File: src/rtl/spi_pkg.sv
// Shared SPI write-link definitions: frame geometry, register map and controller state encoding.
// Used by the controller and by the peripheral on the far side of the link.
package spi_pkg;

  localparam int SPI_FRAME_W = 16;
  localparam int SPI_ADDR_W  = 7;
  localparam int SPI_DATA_W  = 8;

  localparam logic SPI_WRITE_BIT = 1'b1;

  localparam logic [SPI_ADDR_W-1:0] ADDR_EN_OUT_7_0  = 7'h00;
  localparam logic [SPI_ADDR_W-1:0] ADDR_EN_OUT_15_8 = 7'h01;
  localparam logic [SPI_ADDR_W-1:0] ADDR_EN_PWM_7_0  = 7'h02;
  localparam logic [SPI_ADDR_W-1:0] ADDR_EN_PWM_15_8 = 7'h03;
  localparam logic [SPI_ADDR_W-1:0] ADDR_PWM_DUTY    = 7'h04;

  typedef enum logic [2:0] {
    ST_IDLE,
    ST_SETUP,
    ST_SHIFT,
    ST_HOLD,
    ST_GAP
  } spi_state_t;

  function automatic logic [SPI_FRAME_W-1:0] spi_frame(input logic [SPI_ADDR_W-1:0] addr,
                                                       input logic [SPI_DATA_W-1:0] data);
    return {SPI_WRITE_BIT, addr, data};
  endfunction

endpackage

File: src/rtl/spi_sclk_gen.sv
// SPI clock divider: sclk idles low while disabled, toggles every CLK_DIV cycles once enabled.
// Rise/fall strobes are high in the cycle before the registered sclk edge appears.
module spi_sclk_gen #(
  parameter int CLK_DIV = 4
) (
  input  logic i_clk,
  input  logic i_rst,
  input  logic i_en,
  output logic o_sclk,
  output logic o_rise,
  output logic o_fall
);

  localparam int DIV_W = (CLK_DIV > 1) ? $clog2(CLK_DIV) : 1;

  logic [DIV_W-1:0] r_div;
  logic             r_sclk;
  logic             w_wrap;

  assign w_wrap = i_en && (r_div == DIV_W'(CLK_DIV - 1));

  always_ff @(posedge i_clk) begin
    if (i_rst) begin
      r_div  <= '0;
      r_sclk <= 1'b0;
    end else if (!i_en) begin
      r_div  <= '0;
      r_sclk <= 1'b0;
    end else if (w_wrap) begin
      r_div  <= '0;
      r_sclk <= ~r_sclk;
    end else begin
      r_div  <= r_div + 1'b1;
    end
  end

  assign o_sclk = r_sclk;
  assign o_rise = w_wrap && !r_sclk;
  assign o_fall = w_wrap && r_sclk;

endmodule

File: src/rtl/spi_controller.sv
// SPI mode-0 write-only master: one {1,addr,data} frame per accepted command, all outputs registered.
// cmd_ready is high only in IDLE; accept-to-accept is 1 + ncs-low time + CS_IDLE cycles.
module spi_controller
  import spi_pkg::*;
#(
  parameter int CLK_DIV  = 4,
  parameter int CS_SETUP = 2,
  parameter int CS_HOLD  = 2,
  parameter int CS_IDLE  = 4
) (
  input  logic                  clk,
  input  logic                  rst_n,
  input  logic                  cmd_valid,
  output logic                  cmd_ready,
  input  logic [SPI_ADDR_W-1:0] cmd_addr,
  input  logic [SPI_DATA_W-1:0] cmd_data,
  output logic                  busy,
  output logic                  done,
  output logic                  sclk,
  output logic                  ncs,
  output logic                  copi
);

  localparam int MAX_T_A = (CS_SETUP > CS_HOLD) ? CS_SETUP : CS_HOLD;
  localparam int MAX_T   = (MAX_T_A > CS_IDLE) ? MAX_T_A : CS_IDLE;
  localparam int CNT_W   = $clog2(MAX_T + 1);

  if (CLK_DIV < 4) begin : g_bad_clk_div
    $error("spi_controller: CLK_DIV must be >= 4");
  end
  if (CS_SETUP < 1 || CS_HOLD < 1 || CS_IDLE < 1) begin : g_bad_cs_timing
    $error("spi_controller: CS_SETUP, CS_HOLD and CS_IDLE must be >= 1");
  end

  spi_state_t             r_state;
  spi_state_t             w_state_nxt;
  logic [CNT_W-1:0]       r_cnt;
  logic [CNT_W-1:0]       w_cnt_lim;
  logic [4:0]             r_rises;
  logic [SPI_FRAME_W-1:0] r_shift;
  logic                   r_ncs;
  logic                   r_ready;
  logic                   r_busy;
  logic                   r_done;
  logic                   w_accept;
  logic                   w_sclk_en;
  logic                   w_rise;
  logic                   w_fall;
  logic                   w_last_fall;
  logic                   w_cnt_done;
  logic                   w_ncs_low_nxt;

  spi_sclk_gen #(
    .CLK_DIV(CLK_DIV)
  ) u_sclk_gen (
    .i_clk (clk),
    .i_rst (rst_n),
    .i_en  (w_sclk_en),
    .o_sclk(sclk),
    .o_rise(w_rise),
    .o_fall(w_fall)
  );

  // r_ready gates acceptance so the first cycle after reset release never accepts.
  assign w_accept    = (r_state == ST_IDLE) && cmd_valid && r_ready;
  assign w_sclk_en   = (r_state == ST_SHIFT);
  assign w_last_fall = w_fall && (r_rises == 5'd16);
  assign w_cnt_done  = (r_cnt == w_cnt_lim);

  always_comb begin
    w_cnt_lim = '0;
    case (r_state)
      ST_SETUP: w_cnt_lim = CNT_W'(CS_SETUP - 1);
      ST_HOLD:  w_cnt_lim = CNT_W'(CS_HOLD - 1);
      ST_GAP:   w_cnt_lim = CNT_W'(CS_IDLE - 1);
      default:  w_cnt_lim = '0;
    endcase
  end

  always_comb begin
    w_state_nxt = r_state;
    case (r_state)
      ST_IDLE:  if (w_accept)    w_state_nxt = ST_SETUP;
      ST_SETUP: if (w_cnt_done)  w_state_nxt = ST_SHIFT;
      ST_SHIFT: if (w_last_fall) w_state_nxt = ST_HOLD;
      ST_HOLD:  if (w_cnt_done)  w_state_nxt = ST_GAP;
      ST_GAP:   if (w_cnt_done)  w_state_nxt = ST_IDLE;
      default:                   w_state_nxt = ST_IDLE;
    endcase
  end

  assign w_ncs_low_nxt = (w_state_nxt == ST_SETUP) || (w_state_nxt == ST_SHIFT) ||
                         (w_state_nxt == ST_HOLD);

  always_ff @(posedge clk) begin
    if (rst_n) begin
      r_state <= ST_IDLE;
      r_cnt   <= '0;
      r_rises <= '0;
      r_shift <= '0;
      r_ncs   <= 1'b1;
      r_ready <= 1'b0;
      r_busy  <= 1'b0;
      r_done  <= 1'b0;
    end else begin
      r_state <= w_state_nxt;

      if (w_state_nxt != r_state) begin
        r_cnt <= '0;
      end else if (r_state == ST_SETUP || r_state == ST_HOLD || r_state == ST_GAP) begin
        r_cnt <= r_cnt + 1'b1;
      end

      // copi is r_shift MSB: it moves only on sclk falls and clears after the final fall.
      if (w_accept) begin
        r_shift <= spi_frame(cmd_addr, cmd_data);
        r_rises <= '0;
      end else if (r_state == ST_SHIFT) begin
        if (w_rise) begin
          r_rises <= r_rises + 1'b1;
        end
        if (w_last_fall) begin
          r_shift <= '0;
        end else if (w_fall) begin
          r_shift <= {r_shift[SPI_FRAME_W-2:0], 1'b0};
        end
      end

      r_ncs   <= !w_ncs_low_nxt;
      r_ready <= (w_state_nxt == ST_IDLE);
      r_busy  <= (w_state_nxt != ST_IDLE);
      r_done  <= (r_state == ST_HOLD) && (w_state_nxt == ST_GAP);
    end
  end

  assign cmd_ready = r_ready;
  assign busy      = r_busy;
  assign done      = r_done;
  assign ncs       = r_ncs;
  assign copi      = r_shift[SPI_FRAME_W-1];

endmodule

File: config.mk
export PLATFORM = sky130hd
export DESIGN_NAME = spi_controller
export DESIGN_NICKNAME = d
export VERILOG_FILES = /design/src/rtl/spi_pkg.sv /design/src/rtl/spi_sclk_gen.sv /design/src/rtl/spi_controller.sv
export SDC_FILE = /design/constraint.sdc
export NUM_CORES = 1
export LEC_CHECK = 0
export CAP_MARGIN = 20
export CELL_PAD_IN_SITES_DETAIL_PLACEMENT = 1
export CELL_PAD_IN_SITES_GLOBAL_PLACEMENT = 2
export CORE_ASPECT_RATIO = 1.5
export CORE_UTILIZATION = 29
export DETAILED_ROUTE_END_ITERATION = 12
export GPL_TIMING_DRIVEN = 0
export PLACE_DENSITY_LB_ADDON = 0.1
export SYNTH_ARGS = -nofsm -noshare
export SYNTH_HDL_FRONTEND = slang
export SYNTH_SLANG_ARGS = --single-unit
File: constraint.sdc
create_clock -name clk -period 1.7 [get_ports clk]
set_input_delay 0.34 -clock clk [delete_from_list [all_inputs] [get_ports clk]]
set_output_delay 0.34 -clock clk [all_outputs]
set_load 0.05 [all_outputs]
After elaboration in Yosys (flattened, before gate mapping)
Cells that the tools add are included. Widths: inputs -> output; s select.

Bits of input ports: 18. Flip-flop bits (word level): 34. Word-level logic and storage cells: 63. Output and inout port bits: 6.

$add $sub $neg: 3. Equality and inequality tests: 12. Reductions and logical operators: 25. Muxes and demuxes: 11. Bitwise logic cells: 2.

Operators with widths (count): $mux 16 (4); $mux 3 (5); $pmux 3 s5 (1); $eq 3x2->1 const B (4); $reduce_or 2->1 (4); $logic_and 1x1->1 (7); $eq 3x1->1 const B (2); $eq 3x3->1 const B (2); $logic_not 3->1 (2); $reduce_bool 3->1 (2); $add 5x1->5 const B (1); $eq 5x5->1 const B (1); $logic_or 1x1->1 (4); $pmux 2 s2 (1); $reduce_and 2->1 (2); $add 3x1->3 const B (1); $eq 3x3->1 (1); $ne 3x3->1 (1); $reduce_or 3->1 (1); $add 2x1->2 const B (1); $eq 2x2->1 const B (1); $logic_not 1->1 (2); $not 1->1 (2); $reduce_bool 2->1 (1).

Longest topological paths before layout
Gate-level depths: netlist of run 1.

Depth after elaboration: 10. Mapped depth: 8. Depth with buffers taken out: 6.

Hierarchy
A second synthesis of run 1 with hierarchy kept.

Cell total of the unflattened synthesis: 182. Area total of the unflattened synthesis: 1605.3 µm².

By module, submodules not included: spi_controller (area an instance 1487.7 µm², cells an instance 170, instances 1, seq. area each 620.6 µm²); spi_sclk_gen (area an instance 117.6 µm², cells an instance 12, instances 1, seq. area each 60.1 µm²).

Least setup slack after synthesis of run 1
OpenSTA, ideal clock, no wires.

Path kind: register to register. Start: register u_sclk_gen.r_sclk, in the netlist u_sclk_gen.o_sclk. End: register r_shift[14]. Arrival: 1.877 ns. Library setup time: 0.132 ns. Setup slack: -0.309 ns. Path buffers: 2. Period minus slack after synthesis: 2.009 ns. Stages on the path, launching flop included: 7. Required time: 1.568 ns. Path through: dfxtp_1 inv_1 or2_2 clkbuf_1 buf_2 a211oi_1 nor3_1.

Longest elaborated chain between the ends: 5. Elaborated cells between the ends (all ways): 7. Those cells by class: 3 x mux; 4 x reduce/logical.

RTL lines: start, declared (RTL line spi_sclk_gen.sv:17) `logic r_sclk;`; start signal, assigned (RTL line spi_sclk_gen.sv:31) `r_sclk <= ~r_sclk;`; $logic_and 1x1->1 (*) (RTL line spi_sclk_gen.sv:39) `assign o_fall = w_wrap && r_sclk;`; $logic_and 1x1->1 (RTL line spi_controller.sv:67) `assign w_last_fall = w_fall && (r_rises == 5'd16);`; $mux 16 (RTL line spi_controller.sv:122) `if (w_last_fall) begin`; $mux 16 (RTL line spi_controller.sv:118) `end else if (r_state == ST_SHIFT) begin`; $mux 16 (RTL line spi_controller.sv:115) `if (w_accept) begin`; end signal, assigned (RTL line spi_controller.sv:116) `r_shift <= spi_frame(cmd_addr, cmd_data);`; end signal, assigned (RTL line spi_controller.sv:125) `r_shift <= {r_shift[SPI_FRAME_W-2:0], 1'b0};`; end, declared (RTL line spi_controller.sv:40) `logic [SPI_FRAME_W-1:0] r_shift;`.

Mark *: on every way between the ends. The rest lies on a longest branch, timed or not. The select of a mux whose other input is x is not followed. A chain may end at the register's enable or synchronous reset.

Worst setup path after layout of run 1
Start: register r_rises[1]. End: register r_ncs, in the netlist ncs.

Longest elaborated chain between the ends: 8. Elaborated cells between the ends (all ways): 10. Those cells by class: 4 x eq/ne; 2 x mux; 4 x reduce/logical.

RTL lines: start, declared (RTL line spi_controller.sv:39) `logic [4:0] r_rises;`; start signal, assigned (RTL line spi_controller.sv:120) `r_rises <= r_rises + 1'b1;`; $eq 5x5->1 (*) (RTL line spi_controller.sv:67); $logic_and 1x1->1 (*) (RTL line spi_controller.sv:67); $mux 3 (*) (RTL line spi_controller.sv:85) `ST_SHIFT: if (w_last_fall) w_state_nxt = ST_HOLD;`; $pmux 3 s5 (*) (RTL line spi_controller.sv:82) `case (r_state)`; $eq 3x1->1 or $eq 3x2->1 (tied branches) (RTL line spi_controller.sv:92) `assign w_ncs_low_nxt = (w_state_nxt == ST_SETUP) || (w_state_nxt == ST_SHIFT) ||`; $logic_or 1x1->1 (RTL line spi_controller.sv:92); $logic_or 1x1->1 (*) (RTL line spi_controller.sv:92); $logic_not 1->1 (*) (RTL line spi_controller.sv:129) `r_ncs <= !w_ncs_low_nxt;`; end signal, assigned (RTL line spi_controller.sv:129); end, declared (RTL line spi_controller.sv:41) `logic r_ncs;`.

Mark *: on every way between the ends. The rest lies on a longest branch, timed or not.

==> metrics.md, run 1 <==
| Metric | Value |
|---|---|
| FILL cells | 619 |
| Synth top area cells | dfxtp_1 42%, nor4b_1 8.7%, nor3_1 7.1%, a211oi_1 7.0%, nor2_1 4.9% |
| Peak VDD IR | 0.422 mV |
| H-tree Lvls | 2 |
| Worst slew pin tran | between 0.5 and 0.6 ns |
| CP required | 1.87 ns |
| # diodes | 0 |
| Synth top area share | 42.2% |
| PortBufs | 23 |
| Dpl hpwl | between 3000 and 4000 um |
| Clk slew on worst S/H paths | 0.08 ns |
| 1st-iter DRT viols | 39 |
| Crit-path cells | inv_2, ha_4, nor4bb_4, buf_2, or3b_4, and4_4, or3_1 |
| CTS buffer count | 5 |
| Violated checks | negative setup slack |
| Antenna Violating Nets Remaining | 0 |
| Clock Skews | roughly 0.013 ns |
| Share of layout cells above drive strength 1 | 30.3% |
| IO Pins | 24 |
| CTS tree | done |
| Fraction of registers with async set/reset | 0% |
| RSZ-0062 raised after global routing | yes |
| Buffer levels on the longest clock path | 2 |
| Rows | 32 |
| DR vias | between 1,000 and 1,500 |
| Number of remaining DRC errors | 0 |
| DIE HEIGHT | 93.3 um |
| Buf/Inv on CP | 2 |
| CP max FO | 3 |
| Multi-input gate area | around 0.0011 mm^2 |
| Synthesis Warnings | 0 |
| Slowest cell delay on critical path | 0.39 ns |
| Fin crit share | 108% |
| Setup ws final | -0.135 ns |
| Count of final max-slew check failures | 0 |
| CP endpoint kind | flip-flop |
| Total GRT Usage | 16.8% |
| Cell leakage power | 0.000782 uW |
| Top-count cell post-synth | dfxtp_1 |
| Mapped Avg Cell Area | roughly 8.9 um^2 |
| Pwr/cell area | ~800 mW/mm^2 |
| Relative slew slack | 65.4% |
| Layout area overhead | 46.7% |
| Nets | 239 |
| Via/cell ratio | approximately 5.2 |
| Min-delay worst type | reg -> reg |
| FF+latch area | 688 um^2 |
| Clock sink total | 34 |
| Post-synth net total | around 200 |
| Register area share after synthesis | between 40% and 50% |
| Final number of setup-violating endpoints | 6 |
| Vias in the first global route | 1,569 |
| Max Freq | 545 MHz |
| Commonest cells in the netlist | 34 x dfxtp_1, 23 x nor3_1, 21 x nor2_1, 16 x nor4b_1, 15 x a211oi_1 |
| Final hold viol count | 0 |
| Post-Syn Area | 0.00161 mm^2 |
| Overall Power | 1930 uW |
| EDFF count, synth | 0 |
| Detailed Route WL | 4750 um |
| CP Launch Type | flip-flop |
| Yosys reg bits | 34 |
| CP arrival | 2.01 ns |
| WL per Instance | about 17 um |
| Root Buffer | clkbuf_8 |
| Cell count after synthesis | 181 |
| Core area | 0.00525 mm^2 |
| Initial antenna violation count | 0 |
| Ys flop type | dfxtp_1 |
| First-pass GRT wire length | between 7000 and 8000 um |
| Clock Latency Late Sink | 0.29 ns |
| Crit-path leading delay family | simple AND/OR/NAND/NOR gates |
| Pin count of the biggest net entering global routing | 12 |
| Setup tns final | -0.360 ns |
| Initial Util | a little under a third |
| Yosys top cell by area | dfxtp_1 |
| Tmin final | between 1.5 and 2 ns |
| Max cap viols | 0 |
| Gr ovfl total | 0 |
| Setup CP Type | reg -> reg |
| Count of different cell masters after synthesis | 33 |
| Die X-Extent | 62.9 um |
| Die area | 0.00587 mm^2 |
| Status | finished with violations |
| Placer congestion estimate | between 0.7 and 0.8 |
| Crit path max-delay cell type | or3b_4 |
| Detailed Routing Iterations Pass 1 | 4 |
## cells by family (layout without fill, tap and decap cells)
| family | count (synthesis) | in the layout | synth area share, % |
|---|---|---|---|
| DFF | 34 | 34 | 42.2 |
| xor gates and xnor gates | 6 | 6 | 3.26 |
| AOI/OAI and AO/OA | 27 | 27 | 11.3 |
| muxes | 3 | 3 | 1.86 |
| buffers and inverters | 19 | 56 | 4.73 |
| and+or+nand+nor | 88 | 88 | 33.5 |
| adders and majority gates | 4 | 4 | 3.10 |
## worst paths after layout
kind	slack, ns	to	start	depth (start not counted)
max	-0.14	ncs	r_rises[1]	7
min	0.44	u_sclk_gen.r_div[0]	u_sclk_gen.r_div[0]	1
max reg2reg	-0.14	ncs	r_rises[1]	7
min reg2reg	0.44	u_sclk_gen.r_div[0]	u_sclk_gen.r_div[0]	1
## layout by cell type (no fill, tap or decap), drive strengths merged, types with 2 or more instances in the layout
cell           count
ha                 4
o21ai              2
nor4bb             2
buf               14
nor4b             16
a21oi              4
clkinv             2
nand2              2
xnor2              6
clkdlybuf4s50     17
a31oi              4
nand3              3
clkbuf            12
nor2              21
nor2b              3
nor3              23
inv                4
mux2i              3
or2                2
nor3b              6
a211oi            15
dfxtp             34
dlygate4sd2        6
## through the flow
stage | hold WS, ns | setup WS (ns) | utilization (%) | cells | area [um^2]
2_1_floorplan | 0.404 | -0.113 | - | 181 | 1620
3_3_place_gp | 0.413 | -0.345 | 36.8 | 272 | 1930
3_5_place_dp | 0.428 | -0.383 | 36.8 | 272 | 1930
4_1_cts | 0.442 | -0.215 | 40.6 | 283 | 2130
5_1_grt | 0.453 | -0.222 | 45.1 | 286 | 2370
6_report | 0.441 | -0.135 | 45.1 | 286 | 2370
## report_power, final
| part | switching (uW) | internal, uW |
|---|---|---|
| Sequential | 34.2 | 848 |
| Clock | 298 | 431 |
| Combinational | 167 | 151 |
| Total | 499 | 1430 |
## per-layer routing
layer  up-vias  share of wire [%]  track usage (%)
met5         -                  0                0
met4         0               0.97             4.65
met3         4                2.3             3.05
met2        26                 57             32.6
met1       734                 39             17.9
li1        729                  -                -
## final cells by class
cell class	instances	share of cell area (%)
buffer	14	3.33
inverter	4	0.635
sequential	34	29.1
tap	68	3.60
multi-input combinational	128	47.1
timing repair buffer	30	11.6
clock buffer	5	2.91
clock inverter	3	1.69
## sequential cells by signal (all words and copies together), names as in the netlist
name               count
busy                   1
cmd_ready              1
done                   1
ncs                    1
r_cnt                  3
r_rises                5
r_shift               16
r_state                3
u_sclk_gen.o_sclk      1
u_sclk_gen.r_div       2
## repair_timing
action                     in CTS  in global routing
buffers inserted                4                  3
setup endpoints to repair      33                 30
pin swaps                       2                 11
gates resized for setup        23                 52
hold endpoints to repair        0                  0
hold buffers                    0                  0
Power figures use the tool's default switching activity.
==> run 2: changes to the inputs <==
--- a/config.mk
+++ b/config.mk
@@ -9,6 +9,7 @@
 export CELL_PAD_IN_SITES_DETAIL_PLACEMENT = 1
 export CELL_PAD_IN_SITES_GLOBAL_PLACEMENT = 2
 export CORE_ASPECT_RATIO = 1.5
+export CORE_MARGIN = 4
 export CORE_UTILIZATION = 29
 export DETAILED_ROUTE_END_ITERATION = 12
 export GPL_TIMING_DRIVEN = 0
==> run 2 against run 1 <==
Against the previous run:
- the run still ends with negative setup slack left
- global-route usage fell by 1.8 points
- cell count rose by 0.70%
- critical path depth did not move
- clock-buffer cell count did not move
- routed wire length fell by 0.27%
- clock skew fell by 0.0074 ns
- combinational power fell by 2%
- worst setup slack got worse by 0.023 ns
- critical endpoint unchanged
- largest cell class unchanged
- largest power group unchanged
==> metrics.md, run 2 (same netlist as run 1, synthesis figures left out) <==
| Metric | Value |
|---|---|
| CP required | 1.87 ns (about the same) |
| Max reg flops | 16 (unchanged) |
| Root Buffer | clkbuf_8 (unchanged) |
| # hold bufs at CTS | 0 (unchanged) |
| Rows | 33 (was 32) |
| Relative slew slack | 65.4% (about the same) |
| Max Freq | 538 MHz (was 545 MHz) |
| Initial antenna violation count | 0 (unchanged) |
| Gr ovfl total | 0 (unchanged) |
| Die X-Extent | 68.9 um (was 62.9 um) |
| Worst min-delay path startpoint | u_sclk_gen.r_div[0] (unchanged) |
| Cell leakage power | 0.000758 uW (was 0.000782 uW) |
| R2r endpoint | ncs (unchanged) |
| R2R Setup Slk | -0.16 ns (was -0.14 ns) |
| Layout area overhead | 40.8% (was 46.7%) |
| Crit-path cells | inv_2, ha_4, nor4bb_4, buf_2, or3b_4, and4_4, or3_1 (unchanged) |
| Total GRT Usage | 15.0% (was 16.8%) |
| R2R cell count | 7 (unchanged) |
| Setup ws final | -0.158 ns (was -0.135 ns) |
| Crit path depth | 7 (unchanged) |
| Power Internal | 1270 uW (was 1430 uW) |
| Crit path max-delay cell type | or3b_4 (unchanged) |
| Number of remaining DRC errors | 0 (unchanged) |
| Worst Hold Depth | 1 (unchanged) |
| CP endpoint kind | flip-flop (unchanged) |
| Via/cell ratio | 5.25 (was 5.22) |
| Clock Latency Late Sink | 0.28 ns (was 0.29 ns) |
| Die area | 0.00684 mm^2 (was 0.00587 mm^2) |
| CP max FO | 3 (unchanged) |
| First-pass GRT wire length | 7710 um (was 7660 um) |
| Initial Util | 29.6% (was 30.7%) |
| IO Pins | 24 (unchanged) |
| Count of final max-slew check failures | 0 (unchanged) |
| Hold EP | u_sclk_gen.r_div[0] (unchanged) |
| CTS tree | done (unchanged) |
| Setup tns final | -0.478 ns (was -0.360 ns) |
| Detailed Routing Iterations Pass 1 | 4 (unchanged) |
| Sw power | 472 uW (was 499 uW) |
| Pin count of the biggest net entering global routing | 11 (was 12) |
| CP Launch Type | flip-flop (unchanged) |
| Placer congestion estimate | 0.691 (was 0.735) |
| Status | finished with violations (unchanged) |
| H-tree Lvls | 2 (unchanged) |
| Combinational share of power | 18.0% (was 16.5%) |
| Max cap viols | 0 (unchanged) |
| Clk slew on worst S/H paths | 0.07 ns (was 0.08 ns) |
| DR vias | 1,511 (was 1,493) |
| Vias in the first global route | 1,620 (was 1,569) |
| Buf/Inv on CP | 2 (unchanged) |
| Violated checks | negative setup slack (unchanged) |
| Nets | 240 (was 239) |
| Most common cell after layout, fill and taps aside | dfxtp_1 (unchanged) |
| Reg-to-Reg Start | r_rises[0] (was r_rises[1]) |
| # diodes | 0 (unchanged) |
| CP arrival | 2.02 ns (was 2.01 ns) |
| Core area | 0.00545 mm^2 (was 0.00525 mm^2) |
| Final hold viol count | 0 (unchanged) |
| Core Util, Final | 41.7% (was 45.1%) |
| Slowest cell delay on critical path | 0.38 ns (was 0.39 ns) |
| Clock Skews | 0.00576 ns (was 0.0132 ns) |
| Share of layout cells above drive strength 1 | 26.1% (was 30.3%) |
| Seq pwr share | 50.4% (was 45.7%) |
| Switching Fraction | 27.1% (was 25.9%) |
| Buffer levels on the longest clock path | 2 (unchanged) |
| Top flop regs | r_shift: 16 flops, r_rises: 5 flops (unchanged) |
| Most frequent cells in the layout | 29 x dfxtp_1, 21 x nor3_1, 20 x nor2_1 (was 28 x dfxtp_1, 21 x nor3_1, 20 x nor2_1) |
| Clock share of power | 31.5% (was 37.8%) |
| 1st-iter DRT viols | 24 (was 39) |
| Overall Power | 1740 uW (was 1930 uW) |
| Dpl hpwl | 3270 um (about the same) |
| Setup CP Type | reg -> reg (unchanged) |
| WL per Instance | 16.4 um (was 16.6 um) |
| Largest register by flop count | r_shift (unchanged) |
| RSZ-0062 raised after global routing | yes (unchanged) |
| Clock sink total | 34 (unchanged) |
| Min-delay worst type | reg -> reg (unchanged) |
| Antenna Violating Nets Remaining | 0 (unchanged) |
| Peak VDD IR | 0.398 mV (was 0.422 mV) |
| Worst slew pin tran | 0.519 ns (was 0.520 ns) |
| Detailed Route WL | 4730 um (was 4750 um) |
| Tmin final | 1.86 ns (was 1.84 ns) |
| PortBufs | 23 (unchanged) |
| Final number of setup-violating endpoints | 14 (was 6) |
| Pwr/cell area | 767 mW/mm^2 (was 816 mW/mm^2) |
| CTS buffer count | 5 (unchanged) |
| Crit-path leading delay family | simple AND/OR/NAND/NOR gates (unchanged) |
| Fin crit share | 109% (was 108%) |
| DIE HEIGHT | 99.3 um (was 93.3 um) |
## run 2: layout make-up
type / count / area, um^2
Fill cell: 655 / 3180
Multi-Input combinational cell: 128 / 1030
Sequential cell: 34 / 687
Timing Repair Buffer: 31 / 287
Tap cell: 70 / 87.6
Buffer: 14 / 82.6
Clock buffer: 5 / 68.8
Inverter: 4 / 15.0
Clock inverter: 2 / 10.0
## run 2: routing by layer
metal	vias to the layer above	routed length [um]	GRT usage, %
li1	736	-	-
met3	6	140	2.71
met5	-	0	0
met1	744	1780	14.8
met2	25	2740	29.3
met4	0	67	4.95
## run 2: stage by stage
| step | instance area, um^2 | worst slack (ns) | hold WS, ns | instances |
|---|---|---|---|---|
| 5_1_grt | 2270 | -0.213 | 0.459 | 288 |
| 3_3_place_gp | 1930 | -0.335 | 0.415 | 274 |
| 3_5_place_dp | 1930 | -0.361 | 0.436 | 274 |
| 4_1_cts | 2180 | -0.174 | 0.451 | 287 |
| 6_report | 2270 | -0.158 | 0.443 | 288 |
| 2_1_floorplan | 1620 | -0.113 | 0.404 | 181 |
## run 2: repair_timing
| item | CTS | global route |
|---|---|---|
| endpoints found under the setup margin | 33 | 29 |
| pin swaps | 2 | 2 |
| setup buffers | 7 | 1 |
| resized for setup | 34 | 21 |
## run 2: how the worst max path moves through the flow
stage / to / from / slack [ns]
after floorplan: ncs / r_rises[0] / -0.11
after global placement: ncs / r_rises[0] / -0.33
after detailed placement: ncs / r_rises[0] / -0.36
after CTS: ncs / r_rises[0] / -0.17
after global routing: ncs / r_rises[0] / -0.21
final: ncs / r_rises[0] / -0.16
## run 2: worst register-to-register path, delay by kind of cell (launching register included)
kind / cells / cell delay [ns]
buf+inv: 2 / 0.23
simple gates: 4 / 1.07
flops: 1 / 0.32
fa+ha+maj: 1 / 0.12
## run 2: power groups by stage
stage	clock [uW]	sequential (uW)	combinational [uW]
3_3_place_gp	0	893	288
2_1_floorplan	0	925	150
3_5_place_dp	0	895	294
6_report	549	878	314
5_1_grt	602	884	340
4_1_cts	582	877	311
==> run 3: changes to the inputs <==
--- a/config.mk
+++ b/config.mk
@@ -5,12 +5,13 @@
 export SDC_FILE = /design/constraint.sdc
 export NUM_CORES = 1
 export LEC_CHECK = 0
+export ABC_AREA = 1
 export CAP_MARGIN = 20
 export CELL_PAD_IN_SITES_DETAIL_PLACEMENT = 1
 export CELL_PAD_IN_SITES_GLOBAL_PLACEMENT = 2
 export CORE_ASPECT_RATIO = 1.5
 export CORE_MARGIN = 4
-export CORE_UTILIZATION = 29
+export CORE_UTILIZATION = 27
 export DETAILED_ROUTE_END_ITERATION = 12
 export GPL_TIMING_DRIVEN = 0
 export PLACE_DENSITY_LB_ADDON = 0.1
==> run 3 against run 2 <==
Against the previous run:
- the run now ends clean
- highest routed layer unchanged
- sequential share of layout area is 4.2 points higher
- sequential cell count stayed put
- hold slack worse by 0.016 ns
- design area is 12% lower
- register-to-register slack better by 0.33 ns
- largest power group unchanged
- synthesized cell count is 19% higher
==> metrics.md, run 3 <==
| Metric | Value |
|---|---|
| CP endpoint kind | output port (was flip-flop) |
| # hold bufs at CTS | 0 (unchanged) |
| Commonest cells in the netlist | 59 x nand2_1, 34 x dfxtp_1, 25 x nand3_1, 19 x inv_1, 15 x nor2_1 (was 34 x dfxtp_1, 23 x nor3_1, 21 x nor2_1, 16 x nor4b_1, 15 x a211oi_1) |
| Layout area overhead | 27.3% (was 40.8%) |
| Synth top area share | 43.6% (was 42.2%) |
| Cell leakage power | 0.000800 uW (was 0.000758 uW) |
| WL per Instance | 12.5 um (was 16.4 um) |
| Most frequent cells in the layout | 59 x nand2_1, 31 x dfxtp_1, 25 x nand3_1 (was 29 x dfxtp_1, 21 x nor3_1, 20 x nor2_1) |
| Max reg flops | 16 (unchanged) |
| Worst Hold Depth | 1 (unchanged) |
| Clock Latency Late Sink | 0.28 ns (about the same) |
| Detailed Routing Iterations Pass 1 | 4 (unchanged) |
| Post-synth net total | 237 (was 203) |
| Final number of setup-violating endpoints | 0 (was 14) |
| 1st-iter DRT viols | 40 (was 24) |
| Max Freq | 617 MHz (was 538 MHz) |
| Root Buffer | clkbuf_8 (unchanged) |
| DR vias | 1,437 (was 1,511) |
| R2r endpoint | r_shift[7] (was ncs) |
| Register area share after synthesis | 43.6% (was 42.2%) |
| Share of layout cells above drive strength 1 | 15.0% (was 26.1%) |
| Fin crit share | 95.4% (was 109%) |
| CP Launch Type | flip-flop (unchanged) |
| Critical Path Sink | sclk (was ncs) |
| Met1 WL | 1650 um (was 1780 um) |
| Metal2 WL | 2110 um (was 2740 um) |
| Pin count of the biggest net entering global routing | 11 (unchanged) |
| Crit-path cells | dlygate4sd2_1 (was inv_2, ha_4, nor4bb_4, buf_2, or3b_4, and4_4, or3_1) |
| Nets | 268 (was 240) |
| CP required | 1.36 ns (was 1.87 ns) |
| IO Pins | 24 (unchanged) |
| R2R Setup Slk | 0.17 ns (was -0.16 ns) |
| PortBufs | 22 (was 23) |
| Synth top area cells | dfxtp_1 44%, nand2_1 14%, nand3_1 8.0%, a31oi_1 5.6%, inv_1 4.6% (was dfxtp_1 42%, nor4b_1 8.7%, nor3_1 7.1%, a211oi_1 7.0%, nor2_1 4.9%) |
| Die X-Extent | 70.1 um (was 68.9 um) |
| Most common cell after layout, fill and taps aside | nand2_1 (was dfxtp_1) |
| CP arrival | 1.28 ns (was 2.02 ns) |
| Clock Skews | 0.00541 ns (was 0.00576 ns) |
| CTS buffer count | 5 (unchanged) |
| CTS tree | done (unchanged) |
| FILL cells | 714 (was 655) |
| Vias in the first global route | 1,517 (was 1,620) |
| Crit path from | u_sclk_gen.o_sclk (was r_rises[0]) |
| Crit path depth | 1 (was 7) |
| Relative slew slack | 66.5% (was 65.4%) |
| Core area | 0.00553 mm^2 (was 0.00545 mm^2) |
| Gr ovfl total | 0 (unchanged) |
| Overall Power | 1760 uW (was 1740 uW) |
| Rows | 33 (unchanged) |
| Min-delay worst type | reg -> reg (unchanged) |
| Cell count after synthesis | 215 (was 181) |
| H-tree Lvls | 2 (unchanged) |
| EDFF count, synth | 0 (unchanged) |
| Final hold viol count | 0 (unchanged) |
| Yosys reg bits | 34 (unchanged) |
| CP max FO | 6 (was 3) |
| Max cap viols | 0 (unchanged) |
| Ys flop type | dfxtp_1 (unchanged) |
| DIE HEIGHT | 101 um (was 99.3 um) |
| Crit path max-delay cell type | dlygate4sd2_1 (was or3b_4) |
| Clk slew on worst S/H paths | 0.07 ns (about the same) |
| Dpl hpwl | 3080 um (was 3270 um) |
| Met3 wire length | 137 um (was 140 um) |
| Setup tns final | 0 ns (was -0.478 ns) |
| Count of final max-slew check failures | 0 (unchanged) |
| Antenna Violating Nets Remaining | 0 (unchanged) |
| Initial Util | 28.2% (was 29.6%) |
| Placer congestion estimate | 0.679 (was 0.691) |
| Yosys top cell by area | dfxtp_1 (unchanged) |
| Top-count cell post-synth | nand2_1 (was dfxtp_1) |
| Clock sink total | 34 (unchanged) |
| Total GRT Usage | 11.9% (was 15.0%) |
| Post-DP Area | 0.00187 mm^2 (was 0.00193 mm^2) |
| Worst slew pin tran | 0.504 ns (was 0.519 ns) |
| Initial antenna violation count | 0 (unchanged) |
| Max layer used | met4 (unchanged) |
| Crit-path leading delay family | buffers and inverters (was simple AND/OR/NAND/NOR gates) |
| Setup CP Type | reg -> out (was reg -> reg) |
| # diodes | 0 (unchanged) |
| Tmin final | 1.62 ns (was 1.86 ns) |
| Non-Filler Instances | 317 (was 288) |
| Fraction of registers with async set/reset | 0% (unchanged) |
| Number of remaining DRC errors | 0 (unchanged) |
| Via/cell ratio | 4.53 (was 5.25) |
| Slowest cell delay on critical path | 0.56 ns (was 0.38 ns) |
| Synthesis Warnings | 0 (unchanged) |
| Pwr/cell area | 885 mW/mm^2 (was 767 mW/mm^2) |
| Die area | 0.00709 mm^2 (was 0.00684 mm^2) |
| Largest register by flop count | r_shift (unchanged) |
| Design area | 0.00199 mm^2 (was 0.00227 mm^2) |
| Detailed Route WL | 3960 um (was 4730 um) |
| Buf/Inv on CP | 1 (was 2) |
| Placed Cells | 307 (was 274) |
| Mapped Avg Cell Area | 7.26 um^2 (was 8.91 um^2) |
| Reg-to-Reg Start | r_state[1] (was r_rises[0]) |
| Post-Syn Area | 0.00156 mm^2 (was 0.00161 mm^2) |
| RSZ-0062 raised after global routing | no (was yes) |
| R2R cell count | 10 (was 7) |
| First-pass GRT wire length | 6730 um (was 7710 um) |
| Count of different cell masters after synthesis | 26 (was 33) |
| Buffer levels on the longest clock path | 2 (unchanged) |
| Peak VDD IR | 0.421 mV (was 0.398 mV) |
| Top flop regs | r_shift: 16 flops, r_rises: 5 flops (unchanged) |
| Status | finished clean (was finished with violations) |
## run 3: changes by cell type after synthesis, sizes merged, moves of 10 or more
cell,before,now
inv,4,26
a31oi,4,14
nand3,3,25
nor4b,16,0
a211oi,15,1
nor3,23,3
nand2,2,65
## run 3: timing repair
item	CTS	global route
cloned	0	0
setup buffers	0	2
endpoints found under the setup margin	6	20
gates resized for setup	6	6
pin swaps	0	1
## run 3: worst min-delay path by stage
stage	start	endpoint
global placement	u_sclk_gen.r_div[0]	u_sclk_gen.r_div[0]
detailed placement	u_sclk_gen.r_div[0]	u_sclk_gen.r_div[0]
floorplan	u_sclk_gen.r_div[0]	u_sclk_gen.r_div[0]
CTS	u_sclk_gen.r_div[0]	u_sclk_gen.r_div[0]
global route	u_sclk_gen.r_div[0]	u_sclk_gen.r_div[0]
finish	u_sclk_gen.r_div[0]	u_sclk_gen.r_div[0]
## run 3: layout make-up
| cell class | instances | area [um^2] | share of cell area [%] |
|---|---|---|---|
| multi-input cells | 148 | 759 | 38.2 |
| well taps | 70 | 87.6 | 4.41 |
| clock buffers | 7 | 86.3 | 4.34 |
| clock inverters | 1 | 5.00 | 0.252 |
| flip-flops and latches | 34 | 684 | 34.4 |
| plain buffers | 6 | 36.3 | 1.83 |
| inverters | 27 | 101 | 5.10 |
| repair buffers | 24 | 228 | 11.5 |
## run 3: kinds of logic (layout without fill, tap and decap cells)
group / after synthesis / in the layout / share of synthesized area, %
and+or+nand+nor: 116 / 116 / 33.7
DFF: 34 / 34 / 43.6
buffers and inverters: 33 / 65 / 8.81
AOI/OAI and AO/OA: 27 / 27 / 10.1
adders and majority gates: 4 / 4 / 3.21
xor gates and xnor gates: 1 / 1 / 0.561
## run 3: through the flow
stage / hold slack, ns / utilization (%) / setup slack (ns)
floorplan: 0.397 / - / 0.194
global placement: 0.414 / 33.8 / -0.163
detailed placement: 0.418 / 33.8 / -0.185
CTS: 0.429 / 35.3 / 0.0325
global route: 0.464 / 35.9 / 0.0178
finish: 0.427 / 35.9 / 0.0787
## run 3: power breakdown
part | total, uW | internal, uW | leakage [uW] | switching [uW]
combinational | 278 | 103 | 0.000474 | 175
clock | 618 | 327 | 0.0000482 | 291
sequential | 863 | 839 | 0.000278 | 24.2
total | 1760 | 1270 | 0.000800 | 490
## run 3: layer usage
metal  track usage, %  vias up
li1                 -      753
met1             12.6      658
met2             22.8       20
met3             2.18        6
met4             4.87        0
met5                0        -
